## src/rtl/fifo_uart_tx.sv

```systemverilog
// UART transmitter that pops bytes from the 8-deep byte FIFO and sends each one as an 8N1 frame.
// Optional build macro UART_TX_PARITY_EN adds an even-parity bit, which makes the frame 8E1.
module fifo_uart_tx #(
    parameter int CLKS_PER_BIT = 16  // must be >= 2
) (
    input  logic       clk,
    input  logic       rst_n,
    input  logic       enable,
    input  logic       fifo_empty,
    input  logic [7:0] fifo_data,
    output logic       fifo_rd_en,
    output logic       tx,
    output logic       busy,
    output logic [7:0] frames_sent
);

    localparam int            BW        = (CLKS_PER_BIT > 2) ? $clog2(CLKS_PER_BIT) : 1;
    localparam logic [BW-1:0] BAUD_LAST = BW'(CLKS_PER_BIT - 1);
    localparam logic [BW-1:0] BAUD_ONE  = BW'(1);

    typedef enum logic [2:0] {
        S_IDLE,
        S_READ,
        S_LATCH,
        S_START,
        S_DATA,
`ifdef UART_TX_PARITY_EN
        S_PARITY,
`endif
        S_STOP
    } state_t;

    state_t        state_q, state_d;
    logic [BW-1:0] baud_q, baud_d;
    logic [2:0]    bit_q, bit_d;
    logic [7:0]    shift_q, shift_d;
    logic [7:0]    frames_q, frames_d;
    logic          tx_q, tx_d;
    logic          baud_last;

    assign baud_last = (baud_q == BAUD_LAST);

    always_comb begin
        state_d  = state_q;
        baud_d   = baud_q;
        bit_d    = bit_q;
        shift_d  = shift_q;
        frames_d = frames_q;
        tx_d     = 1'b1;

        unique case (state_q)
            S_IDLE: begin
                if (enable && !fifo_empty) state_d = S_READ;
            end
            S_READ: begin
                state_d = S_LATCH;
            end
            S_LATCH: begin
                // FIFO output is registered, so the popped byte is valid only now
                shift_d = fifo_data;
                baud_d  = '0;
                state_d = S_START;
            end
            S_START: begin
                if (baud_last) begin
                    baud_d  = '0;
                    bit_d   = 3'd0;
                    state_d = S_DATA;
                end else begin
                    baud_d = baud_q + BAUD_ONE;
                end
            end
            S_DATA: begin
                if (baud_last) begin
                    baud_d = '0;
                    if (bit_q == 3'd7) begin
`ifdef UART_TX_PARITY_EN
                        state_d = S_PARITY;
`else
                        state_d = S_STOP;
`endif
                    end else begin
                        bit_d = bit_q + 3'd1;
                    end
                end else begin
                    baud_d = baud_q + BAUD_ONE;
                end
            end
`ifdef UART_TX_PARITY_EN
            S_PARITY: begin
                if (baud_last) begin
                    baud_d  = '0;
                    state_d = S_STOP;
                end else begin
                    baud_d = baud_q + BAUD_ONE;
                end
            end
`endif
            S_STOP: begin
                if (baud_last) begin
                    baud_d   = '0;
                    frames_d = frames_q + 8'd1;
                    state_d  = S_IDLE;
                end else begin
                    baud_d = baud_q + BAUD_ONE;
                end
            end
            default: begin
                state_d = S_IDLE;
            end
        endcase

        // tx is registered from the next state, so it lines up with the state register
        unique case (state_d)
            S_START:  tx_d = 1'b0;
            S_DATA:   tx_d = shift_q[bit_d];
`ifdef UART_TX_PARITY_EN
            S_PARITY: tx_d = ^shift_q;
`endif
            default:  tx_d = 1'b1;
        endcase
    end

    always_ff @(posedge clk or negedge rst_n) begin
        if (!rst_n) begin
            state_q  <= S_IDLE;
            baud_q   <= '0;
            bit_q    <= 3'd0;
            shift_q  <= 8'd0;
            frames_q <= 8'd0;
            tx_q     <= 1'b1;
        end else begin
            state_q  <= state_d;
            baud_q   <= baud_d;
            bit_q    <= bit_d;
            shift_q  <= shift_d;
            frames_q <= frames_d;
            tx_q     <= tx_d;
        end
    end

    assign fifo_rd_en  = (state_q == S_READ);
    assign busy        = (state_q != S_IDLE);
    assign tx          = tx_q;
    assign frames_sent = frames_q;

endmodule

```

## config.mk

```make
export PLATFORM = sky130hd
export DESIGN_NAME = fifo_uart_tx
export DESIGN_NICKNAME = d
export VERILOG_FILES = /design/src/rtl/fifo_uart_tx.sv
export SDC_FILE = /design/constraint.sdc
export NUM_CORES = 1
export LEC_CHECK = 0
export CAP_MARGIN = 20
export CELL_PAD_IN_SITES_DETAIL_PLACEMENT = 0
export CELL_PAD_IN_SITES_GLOBAL_PLACEMENT = 1
export CORE_MARGIN = 10
export CORE_UTILIZATION = 45
export CTS_CLUSTER_DIAMETER = 30
export DETAILED_ROUTE_END_ITERATION = 10
export PLACE_DENSITY_LB_ADDON = 0.05
export SETUP_SLACK_MARGIN = 0.2
export SLEW_MARGIN = 5
export SYNTH_ARGS = -nofsm -noshare
export SYNTH_HDL_FRONTEND = slang
export SYNTH_SLANG_ARGS = --single-unit
```

## constraint.sdc

```tcl
create_clock -name clk -period 2.8 [get_ports clk]
set_input_delay 0.84 -clock clk [delete_from_list [all_inputs] [get_ports clk]]
set_output_delay 0.84 -clock clk [all_outputs]
set_load 0.02 [all_outputs]
```

# Word-level counts from Yosys, hierarchy flattened

Cells that the tools add are included.

Bits in registers: 27
Word-level logic and storage cells: 41

$add $sub $neg: 3
$lt $le $gt $ge: 1
Equal/unequal tests: 9
Mux-type cells: 15
Reduce and logical (&&, ||, !) cells: 7

Operator list:

| cell                                                                         | number |
|---|---|
| 3-bit 2-to-1 mux                                                             | 8 |
| 3-bit one-hot mux with 6 select lines                                        | 1 |
| 3-bit == test, second input constant                                         | 4 |
| 3-bit by 2-bit == test with 1-bit output, second input constant              | 3 |
| 8-bit by 1-bit adder with 8-bit output, second input constant                | 1 |
| 4-bit one-hot mux with 2 select lines                                        | 1 |
| 3-bit one-hot mux with 2 select lines                                        | 1 |
| 4-bit by 1-bit adder with 4-bit output, second input constant                | 1 |
| 4-bit == test, second input constant                                         | 1 |
| 3-bit by 4-bit less-than comparator with 1-bit output, second input constant | 1 |
| 4-bit 2-to-1 mux                                                             | 1 |
| 3-bit by 1-bit adder with 3-bit output, second input constant                | 1 |
| 1-bit binary-select mux with 3-bit select                                    | 1 |
| 3-bit by 1-bit == test with 1-bit output, second input constant              | 1 |
| 3-bit logical NOT                                                            | 1 |
| 3-bit nonzero test                                                           | 1 |
| 3-bit OR reduction                                                           | 1 |
| 1-bit one-hot mux with 2 select lines                                        | 1 |
| 2-bit AND reduction                                                          | 1 |
| 2-bit nonzero test                                                           | 1 |
| 1-bit logical AND                                                            | 1 |
| 1-bit logical NOT                                                            | 1 |
| 1-bit 2-to-1 mux                                                             | 1 |

# Longest topological paths before layout

Gate-level depths: netlist of the first run.

Word-level depth: 7
Gate-level depth with buffers: 7
Depth with buffers taken out: 7

# Worst setup path after synthesis of the first run

No wires, ideal clock.

Kind: register to output
Start: register state_q[2]
End: output port fifo_rd_en
Arrival: 1.265 ns
Path slack: 0.695 ns
Cell stages (with the launch flop): 4
Buffers on the path: 2
Cell sequence: dfrtp_1 clkbuf_1 buf_1 nor3_1

Word-level cells in the longest chain between the ends: 1

RTL lines:

| element                                  | RTL line | source |
|---|---|---|
| start: declaration                       | 33       | `state_t state_q, state_d;` |
| start signal: assignment                 | 133      | `state_q <= state_d;` |
| 3-bit by 1-bit == test with 1-bit output | 142      | `assign fifo_rd_en = (state_q == S_READ);` |
| end: declaration                         | 11       | `output logic fifo_rd_en,` |

Every way passes these cells.

# Final worst setup path of the first run

Start: register state_q[2]
End: output port busy

Word-level cells in the longest chain between the ends: 1

RTL lines:

| element            | RTL line | source |
|---|---|---|
| 3-bit nonzero test | 143      | `assign busy = (state_q != S_IDLE);` |
| end: declaration   | 13       | `output logic busy,` |

Every way passes these cells.

==> metrics.md, run 1 <==
| Metric | Value |
|---|---|
| Residual DRC count | `0` |
| Synth Area in XOR/XNOR | `0.0408` |
| Synthesized-area fraction occupied by ao, oa, aoi and oai cells | `0.148` |
| Fraction of registers with async set/reset | `1.00` |
| Hold-fix buffers, CTS | `0` |
| Actual slew at the worst max-slew pin | `0.634 ns` |
| Dominant combinational cell family by area after synthesis | `simple AND/OR/NAND/NOR gates` |
| Maximum Capacitance Violations | `0` |
| Instance count after placement with tap cells included | `203` |
| Clock input transition at the sequential cells of the worst setup and hold paths | `0.15 ns` |
| # resized after CTS | `0` |
| Number of failing setup endpoints in the final timing report | `0` |
| Routed WL | `3.11 mm` |
| X dimension of the die | `~80 um` |
| Floorplan die area | `6050 um^2` |
| Non-Filler Instances | `207` |
| Synth top area share | `0.433` |
| Post-route clock skew | `approximately 0.0054 ns` |
| Cell taking the most area after synthesis | `sky130_fd_sc_hd__dfrtp_1` |
| Worst min-delay path category | `reg2reg` |
| Count of different cell masters after synthesis | `41` |
| Prevailing post-synth register cell | `sky130_fd_sc_hd__dfrtp_1` |
| Fin crit period | `2.52 ns` |
| Commonest cells in the netlist | `26 x sky130_fd_sc_hd__dfrtp_1, 11 x sky130_fd_sc_hd__mux2_2, 10 x sky130_fd_sc_hd__nor2_1` |
| Mux contribution to synthesized area | `0.126` |
| Drt initial violations | `84` |
| Library cell with the highest instance count after synthesis | `sky130_fd_sc_hd__dfrtp_1` |
| CTS tree | `done` |
| Number of I/O port buffers | `22` |
| Pins Over Slew Limit | `0` |
| Critical Path AT | `1.68 ns` |
| Bufs on Longest Clock Path | `2` |
| Per-cell routed wire length | `15.0 um` |
| Crit Path Max Fanout | `12` |
| Maximum clock rate | `396 MHz` |
| Crit end category | `output pin` |
| Count of warnings emitted by yosys | `0` |
| Total core area | `3130 um^2` |
| Final setup TNS | `0 ns` |
| Number of antenna violations at the first check in global routing | `0` |
| Total Nets Final | `179` |
| Initial core utilization | `0.481` |
| Cell area after synthesis | `1500 um^2` |
| Clock root cell | `sky130_fd_sc_hd__clkbuf_4` |
| Highest ir drop seen on vdd | `around 180 uV` |
| Critical Path RT | `1.96 ns` |
| Count of antenna-violating nets left after detailed routing | `0` |
| # fillers | `279` |
| Dominant cells by area after synthesis | `sky130_fd_sc_hd__dfrtp_1 43%, sky130_fd_sc_hd__mux2_2 8.2%, sky130_fd_sc_hd__a211oi_1 4.0%` |
| Average cell area after synthesis | `10.8 um^2` |
| Post-Synth Adder-Cell Area | `0.0250` |
| Wire length of the first global-routing pass | `~5.4 mm` |
| Cell Pwr Density | `338 nW/um^2` |
| Post-CTS Setup Inserts | `0` |
| Number of nets in the synthesized netlist | `154` |
| Clk_lat worst skew | `about 0.33 ns` |
| Final worst path period share | `0.901` |
| Total iterations of the first detailed-routing run | `4` |
| Number of rows in the core area | `20` |
| Number of global-route vias before repair | `1,155` |
| RSZ-0062 raised after global routing | `no` |
| Antenna Diode Count | `0` |
| Fraction of layout cells with a size suffix above 1 | `0.190` |
| EDFF count, synth | `0` |
| Total vias in the final route | `1,119` |
| Leak | `0.776 nW` |
| Fraction of the mapped netlist area in simple logic gates | `0.184` |
| Post-DP HPWL | `2.34 mm` |
| Total global routing overflow | `0` |
| Sink Count | `27` |
| Number of cells produced by synthesis | `about 140` |
| Post-synthesis to final-layout area growth | `20.2%` |
| Worst Setup Path Type | `reg2out` |
| Total Routing Usage GR | `0.107` |
| Total of flip-flops plus latches after synthesis | `27` |
| Clock buffers created by TritonCTS | `3` |
| CTS H-Tree Depth | `1` |
| Worst slew slack as a fraction of its limit | `0.576` |
| Chip height | `77.8 um` |
| Average via count per standard cell | `between 5 and 6` |
| Startpoint type of the worst setup path | `flop` |
| Run status | `complete, no violations` |
| Sequential cell area fraction in the yosys report | `0.450` |
| Placer Congestion | `just under 0.8` |
| Final number of hold-violating endpoints | `0` |
| Pin count of the biggest net entering global routing | `28` |
| # IOs | `23` |
[state kept, by name, summed over array words and instances (netlist names)]
signal and flops:
baud_q 4, bit_q 3, frames_sent 8, shift_q 8, state_q 3, tx 1
[placed cells by master (no fill, tap or decap), types with 2 or more instances in the layout]
master / n
sky130_fd_sc_hd__a211oi_1: 8
sky130_fd_sc_hd__a21oi_1: 6
sky130_fd_sc_hd__a22oi_1: 4
sky130_fd_sc_hd__a31oi_1: 3
sky130_fd_sc_hd__buf_4: 4
sky130_fd_sc_hd__clkbuf_4: 3
sky130_fd_sc_hd__clkdlybuf4s50_1: 21
sky130_fd_sc_hd__dfrtp_1: 25
sky130_fd_sc_hd__ha_1: 3
sky130_fd_sc_hd__inv_1: 2
sky130_fd_sc_hd__mux2_2: 11
sky130_fd_sc_hd__mux2i_1: 5
sky130_fd_sc_hd__nand2_1: 9
sky130_fd_sc_hd__nand2b_1: 2
sky130_fd_sc_hd__nand3_1: 3
sky130_fd_sc_hd__nand4_1: 2
sky130_fd_sc_hd__nor2_1: 10
sky130_fd_sc_hd__nor2_4: 2
sky130_fd_sc_hd__nor2b_1: 5
sky130_fd_sc_hd__nor3_1: 3
sky130_fd_sc_hd__o22ai_1: 2
sky130_fd_sc_hd__o31ai_1: 2
sky130_fd_sc_hd__or3_1: 3
sky130_fd_sc_hd__xnor2_1: 4
sky130_fd_sc_hd__xor2_1: 3
[power by group]
part           switching (mW)  internal (mW)
registers             0.00393          0.397
clock network           0.118         0.0536
logic                  0.0152         0.0240
[metrics by stage]
| step | hold WS (ns) | total power [mW] | utilization | area (um^2) | worst slack, ns |
|---|---|---|---|---|---|
| final | 0.482 | 0.612 | 0.578 | 1810 | 0.278 |
| after global routing | 0.528 | 0.639 | 0.578 | 1810 | 0.204 |
| after floorplan | 0.480 | 0.420 | - | 1500 | 0.695 |
| after CTS | 0.489 | 0.621 | 0.577 | 1800 | 0.229 |
| after global placement | 0.460 | 0.447 | 0.568 | 1780 | 0.636 |
| after detailed placement | 0.468 | 0.449 | 0.568 | 1780 | 0.624 |
[layout make-up]
type / count / area [um^2] / share of cell area
clock buffer: 3 / 22.5 / 0.0125
clock inverter: 1 / 5.00 / 0.00277
inverter: 2 / 7.51 / 0.00415
multi-input combinational: 104 / 787 / 0.435
sequential: 27 / 678 / 0.375
tap: 44 / 55.1 / 0.0304
timing repair buffer: 26 / 253 / 0.140
[kinds of logic (layout without fill, tap and decap cells)]
logic type | count (synthesis) | after routing
and+or+nand+nor | 46 | 46
AOI/OAI and AO/OA | 31 | 31
DFF | 27 | 27
muxes | 17 | 17
buffers and inverters | 8 | 32
xor gates and xnor gates | 7 | 7
adders and majority gates | 3 | 3
[critical path, stage by stage (launching register included)]
cell and delay (ns):
sky130_fd_sc_hd__dfrtp_2 0.50, sky130_fd_sc_hd__or3_1 0.31, sky130_fd_sc_hd__clkdlybuf4s50_1 0.54
[routing by layer]
layer  share of wire  vias to the layer above  GRT usage  wire [um]
met5               0                        -          0          0
met4          0.0058                        0     0.0328         18
met3           0.064                        2     0.0403        198
met2            0.45                       22      0.162       1410
met1            0.48                      532      0.139       1480
li1                -                      563          -          -
[final timing paths]
| path | startpoint | endpoint | slack, ns | cells past startpoint |
|---|---|---|---|---|
| worst max-delay path | state_q[2]$_DFF_PN0_ | busy | 0.28 | 2 |
| min in group asynchronous | rst_n | bit_q[1]$_DFF_PN0_ | 0.87 | 2 |
| worst max register to register | baud_q[0]$_DFFE_PN0P_ | tx$_DFF_PN1_ | 0.62 | 7 |
| worst min-delay path | frames_sent[7]$_DFFE_PN0P_ | frames_sent[7]$_DFFE_PN0P_ | 0.48 | 1 |
| max in group asynchronous | rst_n | tx$_DFF_PN1_ | 1.62 | 2 |
| worst min register to register | frames_sent[7]$_DFFE_PN0P_ | frames_sent[7]$_DFFE_PN0P_ | 0.48 | 1 |
Note: power is estimated with default switching activity, not from simulation.
==> run 2, diff against run 1 <==
CELL_PAD_IN_SITES_DETAIL_PLACEMENT = 1   (was 0)
GPL_ROUTABILITY_DRIVEN = 0   (was not set)
==> run 2 against run 1 <==
Worst setup slack improved by 0.014 ns. Flip-flop and latch count did not move. First-iteration DRC count fell by 48%. Register-to-register slack got worse by 0.02 ns. Clock skew barely moved. Final cell count did not move. Utilization fell by 0.12 points. Maximum frequency rose by 0.57%. Wire length rose by 14%. Worst hold slack improved by 0.010 ns.
==> metrics.md, run 2 (synthesis gave the netlist of run 1 again) <==
| Metric | Value |
|---|---|
| Leak | `approximately 0.75 nW` |
| Cell family contributing the most delay on the critical path | `buffers and inverters` |
| Drt initial violations | `44` |
| Critical path's largest stage delay | `0.54 ns` |
| CTS H-Tree Depth | `1` |
| Cell-by-cell trace of the critical path | `or3_1 > clkdlybuf4s50_1` |
| Per-cell routed wire length | `17.1 um` |
| Final worst path period share | `0.896` |
| Total Nets Final | `179` |
| Wire length of the first global-routing pass | `6.14 mm` |
| Clock root cell | `sky130_fd_sc_hd__clkbuf_4` |
| Post-DP HPWL | `2.74 mm` |
| Maximum clock rate | `399 MHz` |
| Commonest cells after routing, fill and taps aside | `25 x sky130_fd_sc_hd__dfrtp_1, 22 x sky130_fd_sc_hd__clkdlybuf4s50_1, 11 x sky130_fd_sc_hd__mux2_2` |
| Post-route clock skew | `0.00554 ns` |
| Clk_lat worst skew | `0.32 ns` |
| Pin count of the biggest net entering global routing | `28` |
| Final setup TNS | `0 ns` |
| Total vias in the final route | `1,147` |
| Net switching power figure | `134 uW` |
| Worst Setup Path Type | `reg2out` |
| Clock Power Share | `0.278` |
| Sink Count | `27` |
| Area taken by multi-input logic gates | `787 um^2` |
| # resized after CTS | `0` |
| Number of antenna violations at the first check in global routing | `0` |
| Worst slew slack as a fraction of its limit | `0.551` |
| Combinational cell fraction of total power | `0.064` |
| Clock input transition at the sequential cells of the worst setup and hold paths | `approximately 0.14 ns` |
| Worst min-delay path category | `reg2reg` |
| Final number of hold-violating endpoints | `0` |
| Internal power consumption | `477 uW` |
| Cell with the largest stage delay on the worst path | `sky130_fd_sc_hd__clkdlybuf4s50_1` |
| Run status | `complete, no violations` |
| X dimension of the die | `between 70 and 80 um` |
| Floorplan die area | `6050 um^2` |
| Total iterations of the first detailed-routing run | `4` |
| Switching portion of total power | `0.219` |
| Total global routing overflow | `0` |
| Number of rows in the core area | `20` |
| Average via count per standard cell | `5.54` |
| Number of buffer and inverter instances along the worst setup path | `1` |
| Chip height | `77.8 um` |
| Post-synthesis to final-layout area growth | `20.0%` |
| # IOs | `23` |
| Actual slew at the worst max-slew pin | `~0.67 ns` |
| Startpoint type of the worst setup path | `flop` |
| Number of global-route vias before repair | `around 1,300` |
| Critical Path RT | `between 1.5 and 2 ns` |
| Initial core utilization | `0.481` |
| Total core area | `~3100 um^2` |
| Cell Pwr Density | `338 nW/um^2` |
| Crit Path Max Fanout | `12` |
| Hold-fix buffers, CTS | `0` |
| Final Cell Area | `1800 um^2` |
| Bufs on Longest Clock Path | `2` |
| Routed WL | `3.55 mm` |
| Number of I/O port buffers | `22` |
| CTS tree | `done` |
| Share of power burned in registers | `0.657` |
| Critical Path AT | `1.67 ns` |
| Residual DRC count | `0` |
| Sequential standard cell area | `678 um^2` |
| Total Routing Usage GR | `0.121` |
| Fin crit period | `2.51 ns` |
| Count of antenna-violating nets left after detailed routing | `0` |
| Instance area after placement | `1780 um^2` |
| RSZ-0062 raised after global routing | `no` |
| # fillers | `355` |
| Antenna Diode Count | `0` |
| Crit end category | `output pin` |
| Post-CTS Setup Inserts | `0` |
| Maximum Capacitance Violations | `0` |
| Leading cell type in the layout, fill and taps excluded | `sky130_fd_sc_hd__dfrtp_1` |
| Highest ir drop seen on vdd | `314 uV` |
| Pins Over Slew Limit | `0` |
| Number of failing setup endpoints in the final timing report | `0` |
| Fraction of layout cells with a size suffix above 1 | `0.184` |
| Clock buffers created by TritonCTS | `3` |
-- run 2: cell count changes in the layout (fill, tap and decap cells not counted), sizes merged --
cell,previous run,this run
clkbuf,3,4
clkdlybuf4s50,21,22
clkinv,1,0
dlymetal6s2s,1,0
-- run 2: path summary, 6_finish.rpt --
check	to	slack (ns)	cells after the start	start
max	busy	0.29	2	state_q[2]$_DFF_PN0_
min	frames_sent[7]$_DFFE_PN0P_	0.49	1	frames_sent[7]$_DFFE_PN0P_
max reg2reg	tx$_DFF_PN1_	0.60	7	baud_q[0]$_DFFE_PN0P_
min reg2reg	frames_sent[7]$_DFFE_PN0P_	0.49	1	frames_sent[7]$_DFFE_PN0P_
max in group asynchronous	tx$_DFF_PN1_	1.64	2	rst_n
min in group asynchronous	bit_q[0]$_DFF_PN0_	0.86	2	rst_n
-- run 2: metrics by stage --
step | hold slack, ns | cells | total power [mW] | util | setup WS (ns)
2_1_floorplan | 0.480 | 139 | 0.420 | - | 0.695
3_3_place_gp | 0.460 | 203 | 0.447 | 0.568 | 0.636
3_5_place_dp | 0.473 | 203 | 0.449 | 0.568 | 0.622
4_1_cts | 0.493 | 207 | 0.617 | 0.576 | 0.240
5_1_grt | 0.536 | 207 | 0.637 | 0.577 | 0.212
6_report | 0.492 | 207 | 0.610 | 0.577 | 0.292
-- run 2: metal layers --
layer  part of all wire  up-vias  GRT usage  wire (um)
li1                   -      555          -          -
met2               0.50       20      0.213       1790
met1               0.42      570      0.134       1490
met3              0.071        2     0.0461        252
met5                  0        -          0          0
met4             0.0051        0     0.0274         18
-- run 2: final cells by class --
type / instances / area share
multi-input combinational: 104 / 0.436
sequential: 27 / 0.376
timing repair buffer: 26 / 0.139
tap: 44 / 0.0305
clock buffer: 4 / 0.0146
inverter: 2 / 0.00416
-- run 2: worst register-to-register path, delay by kind of cell, from the launching register on --
family,cells,cell delay [ns]
flops,1,0.45
fa+ha+maj,1,0.35
mux,2,0.61
compound gates,2,0.37
simple gates,2,0.39
-- run 2: power groups by stage --
stage               combinational [mW]  clock [mW]  sequential [mW]
finish                          0.0393       0.170            0.401
global route                    0.0436       0.191            0.402
CTS                             0.0404       0.176            0.401
detailed placement              0.0404           0            0.409
global placement                0.0387           0            0.408
floorplan                       0.0114           0            0.408
==> run 3, diff against run 2 <==
CORE_ASPECT_RATIO = 0.8   (was not set)
CTS_CLUSTER_SIZE = 25   (was not set)
==> run 3 against run 2 <==
Critical endpoint unchanged. Via count increased by 1.0%. Clock-buffer cell count decreased by 1. Combinational power about the same. Register-to-register slack about the same. First-iteration DRC count increased by 27%. Largest cell class unchanged.
==> metrics.md, run 3 (synthesis gave the netlist of run 1 again) <==
| Metric | Value |
|---|---|
| Run status | `complete, no violations` |
| Antenna Diode Count | `0` |
| Switching portion of total power | `0.232` |
| Clock root cell | `sky130_fd_sc_hd__clkbuf_8` |
| Floorplan die area | `approximately 6000 um^2` |
| Critical path's largest stage delay | `0.54 ns` |
| Bufs on Longest Clock Path | `2` |
| Hold-fix buffers, CTS | `0` |
| Routed WL | `between 3 and 4 mm` |
| Wire length of the first global-routing pass | `6.11 mm` |
| Sink Count | `27` |
| Per-cell routed wire length | `17.6 um` |
| Commonest cells after routing, fill and taps aside | `25 x sky130_fd_sc_hd__dfrtp_1, 22 x sky130_fd_sc_hd__clkdlybuf4s50_1, 11 x sky130_fd_sc_hd__mux2_2` |
| Internal power consumption | `about 530 uW` |
| Clock Power Share | `0.357` |
| Leak | `0.781 nW` |
| Cell with the largest stage delay on the worst path | `sky130_fd_sc_hd__clkdlybuf4s50_1` |
| Cell family contributing the most delay on the critical path | `buffers and inverters` |
| X dimension of the die | `84.6 um` |
| Number of I/O port buffers | `22` |
| Maximum Capacitance Violations | `0` |
| Setup slack at placement | `roughly 0.43 ns` |
| Share of power burned in registers | `0.586` |
| Clock input transition at the sequential cells of the worst setup and hold paths | `~0.11 ns` |
| Post-route clock skew | `0.0105 ns` |
| Clock buffers created by TritonCTS | `3` |
| Fin crit period | `2.54 ns` |
| Total core area | `3150 um^2` |
| Final Cell Area | `1850 um^2` |
| Final Total Pwr | `685 uW` |
| Residual DRC count | `0` |
| Final core utilization | `0.585` |
| Total Routing Usage GR | `0.119` |
| # IOs | `23` |
| Total iterations of the first detailed-routing run | `4` |
| Post-DP HPWL | `2.72 mm` |
| Startpoint type of the worst setup path | `flop` |
| Total vias in the final route | `approximately 1,200` |
| Chip height | `71.7 um` |
| Total global routing overflow | `0` |
| Leading cell type in the layout, fill and taps excluded | `sky130_fd_sc_hd__dfrtp_1` |
| Pins Over Slew Limit | `0` |
| Count of antenna-violating nets left after detailed routing | `0` |
| Number of antenna violations at the first check in global routing | `0` |
| Final number of hold-violating endpoints | `0` |
| Final setup TNS | `0 ns` |
| Number of global-route vias before repair | `1,290` |
| Actual slew at the worst max-slew pin | `0.685 ns` |
| Worst min-delay path category | `reg2reg` |
| CTS H-Tree Depth | `1` |
| RSZ-0062 raised after global routing | `no` |
| # fillers | `~350` |
| Highest ir drop seen on vdd | `203 uV` |
| Number of rows in the core area | `18` |
| Post-synthesis to final-layout area growth | `22.7%` |
| Initial core utilization | `0.477` |
| Worst slew slack as a fraction of its limit | `0.541` |
| Final worst path period share | `0.907` |
| Fraction of layout cells with a size suffix above 1 | `0.205` |
| Crit Path Max Fanout | `12` |
| Worst Setup Path Type | `reg2out` |
| Cell-by-cell trace of the critical path | `or3_1 > clkdlybuf4s50_1` |
| CTS tree | `done` |
| Instance area after placement | `1760 um^2` |
| Combinational cell fraction of total power | `0.057` |
| Clk_lat worst skew | `0.28 ns` |
| Pin count of the biggest net entering global routing | `28` |
| Critical Path AT | `1.70 ns` |
| Drt initial violations | `56` |
| Average via count per standard cell | `5.63` |
| Final WS setup | `0.261 ns` |
| Maximum clock rate | `394 MHz` |
| Net switching power figure | `159 uW` |
| Critical Path RT | `1.96 ns` |
| Cell Pwr Density | `roughly 370 nW/um^2` |
| Number of failing setup endpoints in the final timing report | `0` |
| Total Nets Final | `182` |
| Crit end category | `output pin` |
| Number of buffer and inverter instances along the worst setup path | `1` |
-- run 3: cell types whose count changed in the layout (fill, tap and decap cells not counted) --
cell,change
sky130_fd_sc_hd__buf_4,+3
sky130_fd_sc_hd__clkbuf_4,-3
sky130_fd_sc_hd__clkbuf_8,+3
sky130_fd_sc_hd__clkbuf_1,-1
sky130_fd_sc_hd__inv_6,+1
-- run 3: final cells by class --
| type | instances | area [um^2] | area share |
|---|---|---|---|
| Sequential cell | 27 | 678 | 0.367 |
| Tap cell | 40 | 50.0 | 0.0271 |
| Clock buffer | 3 | 41.3 | 0.0224 |
| Timing Repair Buffer | 29 | 273 | 0.148 |
| Inverter | 2 | 7.51 | 0.00407 |
| Clock inverter | 1 | 8.76 | 0.00475 |
| Multi-Input combinational cell | 104 | 787 | 0.426 |
-- run 3: power by group through the flow --
stage	sequential, mW	combinational [mW]	clock [mW]
after floorplan	0.408	0.0114	0
after global placement	0.408	0.0387	0
after detailed placement	0.409	0.0405	0
after CTS	0.401	0.0405	0.251
after global routing	0.402	0.0435	0.271
final	0.401	0.0391	0.245
-- run 3: what timing repair did --
item | in CTS | in global routing
gates resized for setup | 1 | 0
gates cloned | 0 | 0
endpoints found under the setup margin | 1 | 1
buffers inserted | 0 | 4
-- run 3: through the flow --
step	cells	hold WS [ns]
floorplan	139	0.480
global placement	198	0.458
detailed placement	198	0.475
CTS	202	0.493
global route	206	0.530
finish	206	0.488
-- run 3: path summary, 6_finish.rpt --
check / slack (ns) / from / endpoint / cells after the start
min in group asynchronous: 0.91 / rst_n / shift_q[0]$_DFFE_PN0P_ / 2
max in group asynchronous: 1.59 / rst_n / tx$_DFF_PN1_ / 2
max reg2reg: 0.60 / baud_q[0]$_DFFE_PN0P_ / tx$_DFF_PN1_ / 7
min: 0.49 / frames_sent[7]$_DFFE_PN0P_ / frames_sent[7]$_DFFE_PN0P_ / 1
min reg2reg: 0.49 / frames_sent[7]$_DFFE_PN0P_ / frames_sent[7]$_DFFE_PN0P_ / 1
max: 0.26 / state_q[2]$_DFF_PN0_ / busy / 2
-- run 3: worst reg2reg max path, cell delays in order (launching register included) --
cell and delay (ns):
sky130_fd_sc_hd__dfrtp_1 0.45, sky130_fd_sc_hd__ha_1 0.36, sky130_fd_sc_hd__and3_4 0.26, sky130_fd_sc_hd__nand3_1 0.13
sky130_fd_sc_hd__mux2i_1 0.25, sky130_fd_sc_hd__mux2_2 0.37, sky130_fd_sc_hd__o22ai_1 0.16, sky130_fd_sc_hd__o311a_1 0.18
-- run 3: per-layer routing --
layer	vias to the layer above	global-route usage	part of all wire
met5	-	0	0
met4	0	0.0201	0.0053
met3	4	0.0520	0.068
met2	21	0.196	0.47
met1	568	0.142	0.46
li1	566	-	-
